[src/rtl/rgb_sequencer.sv]
// RGB LED sequencer: steps through a colour/duration table, paced by prescaler ticks, driving three PWM channels.
// Optional pause input and PAUSED state are built when RGB_SEQ_PAUSE_EN is defined.
module rgb_sequencer #(
  parameter int NUM_STEPS       = 4,
  parameter int COLOR_W         = 8,
  parameter int DUR_W           = 8,
  parameter int PRESCALER_WIDTH = 8,
  parameter int DEFAULT_LIMIT   = 100
) (
  input  logic                         clock,
  input  logic                         reset,
  input  logic                         start,
  input  logic                         stop,
  input  logic                         loop_en,
`ifdef RGB_SEQ_PAUSE_EN
  input  logic                         pause,
`endif
  input  logic                         cfg_we,
  input  logic [$clog2(NUM_STEPS)-1:0] cfg_addr,
  input  logic [3*COLOR_W-1:0]         cfg_color,
  input  logic [DUR_W-1:0]             cfg_duration,
  input  logic                         limit_we,
  input  logic [PRESCALER_WIDTH-1:0]   limit_wdata,
  input  logic                         tick,
  output logic [PRESCALER_WIDTH-1:0]   presc_limit,
  output logic                         presc_reset,
  output logic                         pwm_r,
  output logic                         pwm_g,
  output logic                         pwm_b,
  output logic [$clog2(NUM_STEPS)-1:0] step_idx,
  output logic                         busy,
  output logic                         done
);

  localparam int IDX_W = $clog2(NUM_STEPS);

`ifdef RGB_SEQ_PAUSE_EN
  typedef enum logic [1:0] {IDLE, ARM, RUN, PAUSED} state_t;
`else
  typedef enum logic [1:0] {IDLE, ARM, RUN} state_t;
`endif

  state_t                     state_reg, state_next;
  logic [IDX_W-1:0]           step_idx_reg, step_idx_next;
  logic [DUR_W-1:0]           dur_cnt_reg, dur_cnt_next;
  logic [COLOR_W-1:0]         pwm_cnt_reg, pwm_cnt_next;
  logic                       done_next;
  logic [PRESCALER_WIDTH-1:0] limit_reg;
  logic                       busy_reg, done_reg, presc_reset_reg;
  logic [2:0]                 pwm_reg, duty_hit;

  logic [3*COLOR_W-1:0] color_mem [NUM_STEPS];
  logic [DUR_W-1:0]     dur_mem   [NUM_STEPS];

  logic [DUR_W-1:0]     cur_dur, last_cnt;
  logic [3*COLOR_W-1:0] nxt_color;
  logic                 is_last;

  // Table is cleared by reset, so it is kept in flops rather than block RAM.
  always_ff @(posedge clock) begin
    if (reset) begin
      for (int i = 0; i < NUM_STEPS; i++) begin
        color_mem[i] <= '0;
        dur_mem[i]   <= '0;
      end
    end else if (cfg_we) begin
      color_mem[cfg_addr] <= cfg_color;
      dur_mem[cfg_addr]   <= cfg_duration;
    end
  end

  assign cur_dur  = dur_mem[step_idx_reg];
  assign last_cnt = (cur_dur == '0) ? '0 : cur_dur - DUR_W'(1);
  assign is_last  = (step_idx_reg == IDX_W'(NUM_STEPS - 1));

  always_comb begin
    state_next    = state_reg;
    step_idx_next = step_idx_reg;
    dur_cnt_next  = dur_cnt_reg;
    pwm_cnt_next  = pwm_cnt_reg;
    done_next     = 1'b0;
    if (stop) begin
      state_next = IDLE;
    end else begin
      case (state_reg)
        IDLE: if (start) state_next = ARM;
        ARM: begin
          step_idx_next = '0;
          dur_cnt_next  = '0;
          pwm_cnt_next  = '0;
          state_next    = RUN;
        end
        RUN: begin
          pwm_cnt_next = pwm_cnt_reg + COLOR_W'(1);
`ifdef RGB_SEQ_PAUSE_EN
          if (pause) begin
            state_next = PAUSED;
          end else
`endif
          if (tick) begin
            if (dur_cnt_reg == last_cnt) begin
              dur_cnt_next = '0;
              if (!is_last) begin
                step_idx_next = step_idx_reg + IDX_W'(1);
              end else if (loop_en) begin
                step_idx_next = '0;
              end else begin
                state_next = IDLE;
                done_next  = 1'b1;
              end
            end else begin
              dur_cnt_next = dur_cnt_reg + DUR_W'(1);
            end
          end
        end
`ifdef RGB_SEQ_PAUSE_EN
        PAUSED: begin
          if (!pause) begin
            state_next   = RUN;
            pwm_cnt_next = '0;
          end
        end
`endif
        default: state_next = IDLE;
      endcase
    end
  end

  // PWM outputs are registered from next-cycle counter/step so they line up with step_idx.
  assign nxt_color = color_mem[step_idx_next];
  generate
    for (genvar gi = 0; gi < 3; gi++) begin : g_duty
      assign duty_hit[gi] = (pwm_cnt_next < nxt_color[gi*COLOR_W +: COLOR_W]);
    end
  endgenerate

  always_ff @(posedge clock) begin
    if (reset) begin
      state_reg       <= IDLE;
      step_idx_reg    <= '0;
      dur_cnt_reg     <= '0;
      pwm_cnt_reg     <= '0;
      limit_reg       <= PRESCALER_WIDTH'(DEFAULT_LIMIT);
      busy_reg        <= 1'b0;
      done_reg        <= 1'b0;
      presc_reset_reg <= 1'b1;
      pwm_reg         <= '0;
    end else begin
      state_reg       <= state_next;
      step_idx_reg    <= step_idx_next;
      dur_cnt_reg     <= dur_cnt_next;
      pwm_cnt_reg     <= pwm_cnt_next;
      if (limit_we && state_reg == IDLE) limit_reg <= limit_wdata;
      busy_reg        <= (state_next != IDLE);
      done_reg        <= done_next;
      presc_reset_reg <= (state_next != RUN);
      pwm_reg         <= (state_next == RUN) ? duty_hit : 3'b000;
    end
  end

  assign presc_limit = limit_reg;
  assign presc_reset = presc_reset_reg;
  assign pwm_r       = pwm_reg[2];
  assign pwm_g       = pwm_reg[1];
  assign pwm_b       = pwm_reg[0];
  assign step_idx    = step_idx_reg;
  assign busy        = busy_reg;
  assign done        = done_reg;

endmodule

[config.mk]
export PLATFORM = sky130hd
export DESIGN_NAME = rgb_sequencer
export DESIGN_NICKNAME = d
export VERILOG_FILES = /design/src/rtl/rgb_sequencer.sv
export SDC_FILE = /design/constraint.sdc
export NUM_CORES = 1
export LEC_CHECK = 0
export ABC_AREA = 1
export CORE_AREA = 2 2 125 127
export CTS_CLUSTER_DIAMETER = 40
export DETAILED_ROUTE_END_ITERATION = 12
export DIE_AREA = 0 0 127 129
export DONT_BUFFER_PORTS = 1
export GPL_TIMING_DRIVEN = 0
export PLACE_DENSITY = 0.69
export SYNTH_ARGS = -nofsm -noshare
export SYNTH_HDL_FRONTEND = slang
export SYNTH_SLANG_ARGS = --single-unit
[constraint.sdc]
create_clock -name clock -period 9.44 [get_ports clock]
set_clock_uncertainty 0.15 [all_clocks]
set_input_delay 1.416 -clock clock [delete_from_list [all_inputs] [get_ports clock]]
set_output_delay 1.416 -clock clock [all_outputs]
set_load 0.05 [all_outputs]
Yosys cells after proc, flatten, opt, wreduce, memory -nomap -nowiden
Memory sizes are Yosys's and may differ from the RTL's. A register that Yosys moved wholly into a read port is not among the register bits.
Cells that the tools add are included.
{"block": "totals", "in_bits": 50, "wordCells": 73, "ramBits": 128, "memories": 2, "output_inout_bits": 16, "register_bits": 34}
{"name": "color_mem", "depth": 4, "width": 24, "rd": 1, "rd_clocked_by_memory_dff": 0, "write_ports": 4, "line_no": "52", "source": "logic [3*COLOR_W-1:0] color_mem [NUM_STEPS];"}
{"name": "dur_mem", "depth": 4, "width": 8, "rd": 1, "rd_clocked_by_memory_dff": 1, "write_ports": 4, "line_no": "53", "source": "logic [DUR_W-1:0] dur_mem [NUM_STEPS];"}
{"block": "op_classes", "n_reduce_logical": 10, "muxes": 32, "bitwise": 6, "n_lt_le_gt_ge": 3, "n_addsub": 4, "n_eq_ne": 7}
{"op": "$mux W8", "count": 5}
{"op": "$pmux W8 S2", "count": 2}
{"op": "$mux W2", "count": 14}
{"op": "$lt A8 B8 Y1", "count": 3}
{"op": "$mux W24", "count": 1}
{"op": "$reduce_or A24 Y1", "count": 1}
{"op": "$add A8 B1 Y8 const B", "count": 2}
{"op": "$eq A8 B8 Y1", "count": 1}
{"op": "$logic_not A8 Y1", "count": 1}
{"op": "$mux W1", "count": 8}
{"op": "$reduce_or A8 Y1", "count": 1}
{"op": "$sub A8 B1 Y8 const B", "count": 1}
{"op": "$eq A2 B2 Y1 const B", "count": 3}
{"op": "$not A1 Y1", "count": 6}
{"op": "$pmux W2 S3", "count": 1}
{"op": "$reduce_or A6 Y1", "count": 1}
{"op": "$ne A2 B2 Y1 const B", "count": 2}
{"op": "$pmux W2 S2", "count": 1}
{"op": "$reduce_bool A2 Y1", "count": 2}
{"op": "$reduce_and A3 Y1", "count": 1}
{"op": "$add A2 B1 Y2 const B", "count": 1}
{"op": "$eq A2 B1 Y1 const B", "count": 1}
{"op": "$logic_not A2 Y1", "count": 1}
{"op": "$reduce_or A2 Y1", "count": 1}
{"op": "$logic_and A1 B1 Y1", "count": 1}

Depth between registers and ports, before layout
Gate-level depths: netlist of run 1.
{"block": "logic_depth", "word_depth": 10, "depth_mapped": 31, "depth_no_buf": 28}

Least setup slack after synthesis of run 1
OpenSTA, ideal clock, no wires.
{"block": "synth_path", "kind": "flip-flop to flip-flop", "from": "reg step_idx_reg[1], in the netlist step_idx[1]", "to": "reg pwm_reg[1]", "path_buffers": 4, "setup_ns": 0.066, "required_time_ns": 9.224, "t_arrival_ns": 3.924, "stages_incl_launch_ff": 30, "setup_slack_ns": 5.300, "period_less_slack_ns": 4.140, "path_cell_list": "dfxtp_1 -> buf_2 -> inv_2 -> nand3_1 -> nand2_2 -> ha_1 -> nand2_4 -> nor2_8 -> nand2_4 -> buf_6 -> nand3_1 -> nand2_1 -> nand2_1 -> nor2_2 -> nand3_1 -> nand2_1 -> nand2_1 -> nand2_2 -> nand2_4 -> nand2_4 -> buf_6 -> buf_2 -> nand2_1 -> a32o_1 -> ha_1 -> a21oi_1 -> nor2_1 -> a211oi_1 -> nand2_1 -> a21oi_2"}
{"block": "synth_via", "elab_chain_len": 9, "word_cells_on_any_way": 18, "classes_between": "add/sub (1); order compare (1); eq/ne (2); mux (11); bitwise (1); reduce/logical (1); memory (1)"}
{"element": "from (decl)", "line_no": "44", "source": "logic [IDX_W-1:0] step_idx_reg, step_idx_next;"}
{"element": "from (signal assigned)", "line_no": "150", "source": "step_idx_reg <= step_idx_next;"}
{"element": "parallel branches: the longest is 9 deep, another holds $mem_v2 Z4 W24"}
{"element": "to (signal assigned)", "line_no": "157", "source": "pwm_reg <= (state_next == RUN) ? duty_hit : 3'b000;"}
{"element": "to (decl)", "line_no": "50", "source": "logic [2:0] pwm_reg, duty_hit;"}
Several ways; the timed one is not identified.
A chain may end at the register's enable or synchronous reset.

Worst setup path in the final report of run 1
Same ends and word-level chain as after synthesis.

==> results.toml, run 1 <==
[worst_setup_path]
required_ps = 9650
critPathLaunchType = "flip-flop"
critPathMostFrequentCell = "nand2_1"
slowest_stage = "dfxtp_1"
crit_fanout = 10
worstSetupPathType = "flip-flop to flip-flop"
critPathCaptureType = "flip-flop"
critPathMaxStageDelay_ps = 690
crit_arrival_ps = 5230
reg2reg_depth = 29

[finish]
fillers = 1355
reg_top3 = "color_mem (96), dur_mem (32)"
multiInputGateArea_mm2 = 0.00305
regArea_mm2 = 0.00452
fin_nets = 1001
regMostFlops = "color_mem"
largest_register_ffs = 96
fin_util_pct = 59.5
syn2layout_area_growth_pct = 9.77
drive_above_1_share_pct = 8.25
diodes = 0

[sta]
setup_tns_ps = 0
drv_slew = 0
fmax_ghz = 0.199
worst_slew_pin_slew_ps = 935
setup-violations-final = 0
rsz0062_at_grt = "false"
post-route-min-period_ps = 5020
hold_viol_final = 0
period_share_pct = 53.2
relSlewSlack_pct = 37.2
holdWs_ps = 359

[clock_tree]
clk_pin_slew_ps = 60
cts_setup_buffers = 0
ctsResizeCount = 0
cts_made_buffers = 17
ctsRootBufferMaster = "clkbuf_16"
cts.path.max_buffers = 2
cts_tree = "yes"
clock_latency_ps = 430
cts_max_level = 4
numClockSinks = 162
ctsHoldBuffers = 0

[worst_hold_path]
hp-class = "flip-flop to flip-flop"
hold_depth = 2

[floorplanning]
start_util_pct = 54.2
ios = 66
rows = 45
fp.dieH_um = 129
dieWidth_um = 127
core_area_mm2 = 0.0150
die_area_mm2 = 0.0164

[place]
hpwl_um = 12800
gp_congestion = 0.827
port_buffers = 0

[routing]
drt_pass1_iterations = 5
route.detailed.drc = 0
routed_via_density = 5.50
drtIter0Drc = 596
vias = 6165
wl_per_cell_um = 17.0
final_antenna_net_count = 0
wirelength_um = 19000

[synth]
syn-instance-count = 903
synth_nets = 982
syn_avg_cell_area_um2 = 8.99
synth_cell_types = 36
ys_seq_area_share_pct = 55.7
ys_ff_latch = 162
ys_warn_count = 0
syn_area_mm2 = 0.00812

[grt]
grt.total_usage_pct = 24.4
grt_antenna_before_repair = 0
grt_pass1_wl_um = 30500
grt_max_degree = 33
overflow = 0
grt_pass1_vias = 5881

[power]
power_leakage_nw = 3.75
p_per_area_mw_per_mm2 = 181
peakVddDrop_uv = 140
p_total_mw = 1.62

[job]
drv_cap = 0

[status]
status = "finished, final reports clean"
==> per-layer routing <==
layer | up-vias | share of wire, % | GRT usage, %
met4 | 0 | 1.5 | 6.46
met3 | 26 | 6.8 | 5.36
met1 | 2893 | 45 | 33.5
met5 | - | 0 | 0
li1 | 3038 | - | -
met2 | 208 | 46 | 39.8
==> cells in the final DEF (no fill, tap or decap), types with 10 or more instances in the layout <==
cell and count:
nand2_1 213, clkbuf_1 16, dfxtp_1 34, nand3_1 55, clkbuf_16 17, a32o_1 21
nor2_1 178, ha_1 29, o21ai_0 10, nand4_1 10, inv_1 89, edfxtp_1 128
nand2_2 12, buf_2 13, a21oi_1 38
==> report_power, final <==
part / switching [mW] / internal (mW)
Clock: 0.278 / 0.385
Combinational: 0.0780 / 0.0325
Sequential: 0.0255 / 0.818
==> critical path: cells and delay by family, from the launching register on <==
family	cells	cell delay, ps
fa+ha+maj	2	570
simple gates	18	1670
compound gates	4	770
buf+inv	5	1080
flops	1	690
==> path summary, 6_finish.rpt <==
check	start	to	slack, ps
setup / recovery	step_idx[1]	pwm_reg[1]	4420
hold / removal	dur_cnt_reg[7]	dur_cnt_reg[7]	360
setup reg to reg	step_idx[1]	pwm_reg[1]	4420
hold reg to reg	dur_cnt_reg[7]	dur_cnt_reg[7]	360
==> area by class of cell <==
type / count / share of cell area (%)
Sequential cell: 162 / 50.8
Multi-Input combinational cell: 612 / 34.3
Clock buffer: 20 / 4.90
Inverter: 94 / 4.02
Tap cell: 188 / 2.64
Buffer: 35 / 2.16
Clock inverter: 10 / 1.25
==> cells by family (layout without fill, tap and decap cells) <==
group                      count (synthesis)  count (layout)  synth area share, %
DFF                                      162             162                 55.7
xor gates and xnor gates                   3               3                0.324
and+or+nand+nor                          499             499                 26.0
AOI/OAI and AO/OA                         81              81                 6.64
buffers and inverters                    129             159                 6.78
adders and majority gates                 29              29                 4.47
==> cells in the mapped netlist (all sizes together) <==
| master | count | area, um2 |
|---|---|---|
| xnor2 | 1 | 8.76 |
| nor4 | 7 | 43.8 |
| clkbuf | 13 | 48.8 |
| o21ai | 12 | 60.1 |
| ha | 29 | 363 |
| dfxtp | 34 | 681 |
| a21oi | 41 | 216 |
| nand3b | 2 | 15.0 |
| a2bb2oi | 1 | 8.76 |
| nor2 | 182 | 712 |
| buf | 22 | 144 |
| a21o | 1 | 7.51 |
| edfxtp | 128 | 3840 |
| o21bai | 1 | 7.51 |
| nand4 | 10 | 62.6 |
| clkinv | 1 | 3.75 |
| inv | 93 | 354 |
| nand3 | 59 | 315 |
| xor2 | 2 | 17.5 |
| a211oi | 3 | 22.5 |
| o22ai | 1 | 6.26 |
| a32o | 21 | 210 |
| nand2 | 230 | 921 |
| nor3 | 9 | 45.0 |
==> through the flow <==
stage / setup slack (ps) / cells / cell area, um2
2_1_floorplan: 5300 / 903 / 8120
4_1_cts: 4450 / 1121 / 8910
3_3_place_gp: 4530 / 1091 / 8350
5_1_grt: 4040 / 1121 / 8910
6_report: 4420 / 1121 / 8910
3_5_place_dp: 4500 / 1091 / 8360
Power figures use the tool's default switching activity.
==> inputs of run 2 (changes only) <==
==> constraint.sdc (replaced) <==
create_clock -name clock -period 5.15 [get_ports clock]
set_clock_uncertainty 0.15 [all_clocks]
set_input_delay 0.7725 -clock clock [delete_from_list [all_inputs] [get_ports clock]]
set_output_delay 0.7725 -clock clock [all_outputs]
set_load 0.05 [all_outputs]
==> run 2 against run 1 <==
Against the previous run:
- design area hardly changed
- count of clock-buffer cells in the layout stayed put
- non-clock buffer count stayed put
- first-iteration DRC count is 4.9% lower
- maximum frequency is 5.8% higher
- via count is 0.49% lower
- largest power group unchanged
==> results.toml, run 2 (synthesis results as in run 1) <==
[routing]
routed_via_density = 5.47
drt_pass1_iterations = 5
drtIter0Drc = 567
wl_per_cell_um = 17.0
wirelength_um = 19000
final_antenna_net_count = 0
vias = 6135
route.detailed.drc = 0

[worst_setup_path]
worstSetupPathType = "flip-flop to flip-flop"
critPathCaptureType = "flip-flop"
r2r_slack_ps = 400
crit_path_end = "pwm_reg[1]"
worstReg2RegStart = "step_idx[1]"
cp-startpoint = "step_idx[1]"
critPathMaxStageDelay_ps = 520
required_ps = 5360
reg2reg_to = "pwm_reg[1]"
reg2reg_depth = 29
slowest_stage = "dfxtp_2"
critPathLaunchType = "flip-flop"
crit_arrival_ps = 4960
crit_fanout = 10
critPathMostFrequentCell = "nand2_1"

[sta]
period_share_pct = 92.2
fin_ws_ps = 400
setup-violations-final = 0
relSlewSlack_pct = 38.7
hold_viol_final = 0
worst_slew_pin_slew_ps = 916
setup_tns_ps = 0
rsz0062_at_grt = "false"
fmax_ghz = 0.211
post-route-min-period_ps = 4750
drv_slew = 0

[clock_tree]
clock_latency_ps = 430
cts_tree = "yes"
ctsResizeCount = 0
numClockSinks = 162
clk_pin_slew_ps = 70
cts_made_buffers = 17
cts_max_level = 4
cts.path.max_buffers = 2
ctsRootBufferMaster = "clkbuf_16"
ctsHoldBuffers = 0
cts_setup_buffers = 0

[place]
hpwl_um = 12800
placement.cell_area_mm2 = 0.00836
port_buffers = 0
gp_congestion = 0.827
dp_slack_ps = 214

[grt]
grt_pass1_wl_um = 30500
overflow = 0
grt.total_usage_pct = 24.4
grt_antenna_before_repair = 0
grt_max_degree = 33
grt_pass1_vias = 5881

[floorplanning]
ios = 66
fp.dieH_um = 129
core_area_mm2 = 0.0150
start_util_pct = 54.2
dieWidth_um = 127
rows = 45
die_area_mm2 = 0.0164

[power]
clkPwrFrac_pct = 41.0
power.switching_uw = 700
combPwrFrac_pct = 6.8
swShare_pct = 23.6
p_int_mw = 2.26
p_per_area_mw_per_mm2 = 332
p_seq_share_pct = 52.1
power_leakage_nw = 3.75
peakVddDrop_uv = 259
p_total_mw = 2.96

[finish]
final_cell_mix = "nand2_1 (213), nor2_1 (178), edfxtp_1 (128)"
syn2layout_area_growth_pct = 9.86
largest_register_ffs = 96
diodes = 0
final_common_cell = "nand2_1"
regMostFlops = "color_mem"
drive_above_1_share_pct = 8.47
reg_top3 = "color_mem (96), dur_mem (32)"
final_area_mm2 = 0.00892
fin_nets = 1001

[worst_hold_path]
hp-class = "input pin to flip-flop"

[job]
drv_cap = 0

[status]
status = "finished, final reports clean"
## run 2: cell types whose count changed in the layout (fill, tap and decap cells not counted), sizes merged
| cell | change |
|---|---|
| clkbuf | +1 |
| buf | -1 |
## run 2: critical path: cells and delay by family, from the launching register on
kind,cells,cell delay [ps]
AOI/OAI and AO/OA,4,770
adders and majority gates,2,570
buffers and inverters,5,1010
DFF,1,520
and+or+nand+nor,18,1640
## run 2: cell type report
cell class	instances	area [um2]
Multi-Input combinational cell	612	3050
Buffer	35	195
Inverter	94	358
Sequential cell	162	4530
Clock buffer	20	437
Clock inverter	10	111
Fill cell	1357	6060
Tap cell	188	235
## run 2: how the worst min path moves through the flow
stage,from,slack (ps),endpoint,cells after the start
4_1_cts,reset,250,pwm_cnt_reg[7],1
3_3_place_gp,dur_cnt_reg[7],340,dur_cnt_reg[7],2
3_5_place_dp,dur_cnt_reg[7],350,dur_cnt_reg[7],2
5_1_grt,reset,250,pwm_cnt_reg[7],1
6_report,reset,270,pwm_cnt_reg[7],1
2_1_floorplan,dur_cnt_reg[4],320,dur_cnt_reg[4],2
## run 2: per-stage QoR
step | hold slack [ps] | utilization, % | std cells
floorplan | 322 | - | 903
global placement | 343 | 55.8 | 1091
detailed placement | 346 | 55.8 | 1091
CTS | 251 | 59.5 | 1121
global route | 251 | 59.5 | 1121
finish | 266 | 59.5 | 1121
## run 2: power by group through the flow
| stage | sequential (mW) | clock, mW | combinational, mW |
|---|---|---|---|
| 2_1_floorplan | 1.57 | 0 | 0.150 |
| 3_3_place_gp | 1.57 | 0 | 0.197 |
| 3_5_place_dp | 1.57 | 0 | 0.202 |
| 4_1_cts | 1.55 | 1.22 | 0.204 |
| 5_1_grt | 1.55 | 1.27 | 0.230 |
| 6_report | 1.54 | 1.22 | 0.202 |
## run 2: layer usage
metal,vias up,wire length [um],track usage [%]
li1,3035,-,-
met1,2861,8600,33.5
met2,211,8810,39.8
met3,28,1310,5.36
met4,0,308,6.46
met5,-,0,0
==> inputs of run 3 (changes only) <==
--- a/config.mk
+++ b/config.mk
@@ -12,6 +12,7 @@
 export DIE_AREA = 0 0 127 129
 export DONT_BUFFER_PORTS = 1
 export GPL_TIMING_DRIVEN = 0
+export MAX_ROUTING_LAYER = met4
 export PLACE_DENSITY = 0.69
 export SYNTH_ARGS = -nofsm -noshare
 export SYNTH_HDL_FRONTEND = slang
==> run 3 against run 2 <==
Against the previous run:
- register-to-register slack about the same
- maximum frequency down 0.12%
- via count up 0.83%
- non-clock buffer count unchanged
- sequential power about the same
- count of clock-buffer cells in the layout unchanged
- critical path type unchanged
- combinational power about the same
- die area unchanged
==> results.toml, run 3 (synthesis results as in run 1) <==
[power]
peakVddDrop_uv = 258
p_total_mw = 2.96
p_int_mw = 2.26
clkPwrFrac_pct = 41.0
p_seq_share_pct = 52.1
power.switching_uw = 701
combPwrFrac_pct = 6.8
power_leakage_nw = 3.75
p_per_area_mw_per_mm2 = 332
swShare_pct = 23.6

[clock_tree]
cts_tree = "yes"
ctsHoldBuffers = 0
ctsRootBufferMaster = "clkbuf_16"
cts_max_level = 4
cts.path.max_buffers = 2
cts_made_buffers = 17
clock_latency_ps = 430
clk_pin_slew_ps = 60
numClockSinks = 162

[sta]
rsz0062_at_grt = "false"
worst_slew_pin_slew_ps = 933
post-route-min-period_ps = 4760
period_share_pct = 92.3
drv_slew = 0
setup_tns_ps = 0
fmax_ghz = 0.210
relSlewSlack_pct = 37.6
setup-violations-final = 0
fin_ws_ps = 394
hold_viol_final = 0

[routing]
vias = 6186
wl_per_cell_um = 17.0
route.detailed.drc = 0
routed_via_density = 5.52
wirelength_um = 19100
drtIter0Drc = 591
final_antenna_net_count = 0
drt_pass1_iterations = 5

[worst_setup_path]
critPathMostFrequentCell = "nand2_1"
required_ps = 5360
crit_arrival_ps = 4970
slowest_stage = "dfxtp_2"
r2r_slack_ps = 390
reg2reg_depth = 29
worstReg2RegStart = "step_idx[1]"
path_buf_inv = 5
reg2reg_to = "pwm_reg[1]"
worstSetupPathType = "flip-flop to flip-flop"
critPathCaptureType = "flip-flop"
critPathLaunchType = "flip-flop"
crit_fanout = 10
critPathMaxStageDelay_ps = 520
crit_family = "simple AND/OR/NAND/NOR gates"

[grt]
busiest_layer = "met2"
grt_antenna_before_repair = 0
grt_max_degree = 33
grt_use_met2_pct = 39.8
grtUsageMet1_pct = 33.5
grt_pass1_vias = 5877
use_met3_pct = 5.36
overflow = 0
grt.total_usage_pct = 25.2
grt_pass1_wl_um = 30600

[worst_hold_path]
holdPathEnd = "pwm_cnt_reg[7]"
hp-class = "input pin to flip-flop"
worstHoldStart = "reset"
hold_depth = 1

[finish]
drive_above_1_share_pct = 8.47
final_cell_mix = "nand2_1 (213), nor2_1 (178), edfxtp_1 (128)"
final_area_mm2 = 0.00892
largest_register_ffs = 96
syn2layout_area_growth_pct = 9.86
fin_nets = 1001
diodes = 0
reg_top3 = "color_mem (96), dur_mem (32)"
final_common_cell = "nand2_1"
regMostFlops = "color_mem"

[floorplanning]
fp.dieH_um = 129
ios = 66
die_area_mm2 = 0.0164
rows = 45
start_util_pct = 54.2
dieWidth_um = 127
core_area_mm2 = 0.0150

[status]
status = "finished, final reports clean"

[place]
gp_congestion = 0.840
dp_slack_ps = 214
hpwl_um = 12800
placement.cell_area_mm2 = 0.00836
port_buffers = 0

[job]
drv_cap = 0
==> run 3: how the worst max path moves through the flow <==
stage                      from          to  slack (ps)  depth (start not counted)
floorplan           step_idx[1]  pwm_reg[1]        1010                         29
global placement    step_idx[1]  pwm_reg[2]         240                         29
detailed placement  step_idx[1]  pwm_reg[1]         210                         29
CTS                 step_idx[1]  pwm_reg[1]         160                         29
global route        step_idx[1]  pwm_reg[2]          30                         29
finish              step_idx[1]  pwm_reg[1]         390                         29
==> run 3: power by group through the flow <==
stage	clock [mW]	sequential [mW]	combinational (mW)
2_1_floorplan	0	1.57	0.150
3_5_place_dp	0	1.57	0.202
4_1_cts	1.22	1.55	0.204
5_1_grt	1.27	1.55	0.230
6_report	1.22	1.54	0.203
3_3_place_gp	0	1.57	0.197
==> run 3: metal layers <==
metal  part of all wire, %  wire, um
met1                    45      8610
met2                    46      8840
met3                   7.0      1340
met4                   1.5       291
met5                     0         0
==> run 3: repair_timing <==
action / in CTS / in global routing
setup buffers: 0 / 0
setup endpoints to repair: 0 / 3
endpoints found under the hold margin: 0 / 0
gates resized for setup: 0 / 4
==> run 3: cell type report <==
type,count,area [um2]
Clock buffer,20,437
Multi-Input combinational cell,612,3050
Sequential cell,162,4530
Fill cell,1357,6060
Clock inverter,10,111
Tap cell,188,235
Inverter,94,358
Buffer,35,195
==> run 3: metrics by stage <==
step,utilization (%),cells,hold slack (ps)
final,59.5,1121,267
after floorplan,-,903,322
after global placement,55.8,1091,343
after detailed placement,55.8,1091,346
after global routing,59.5,1121,251
after CTS,59.5,1121,251
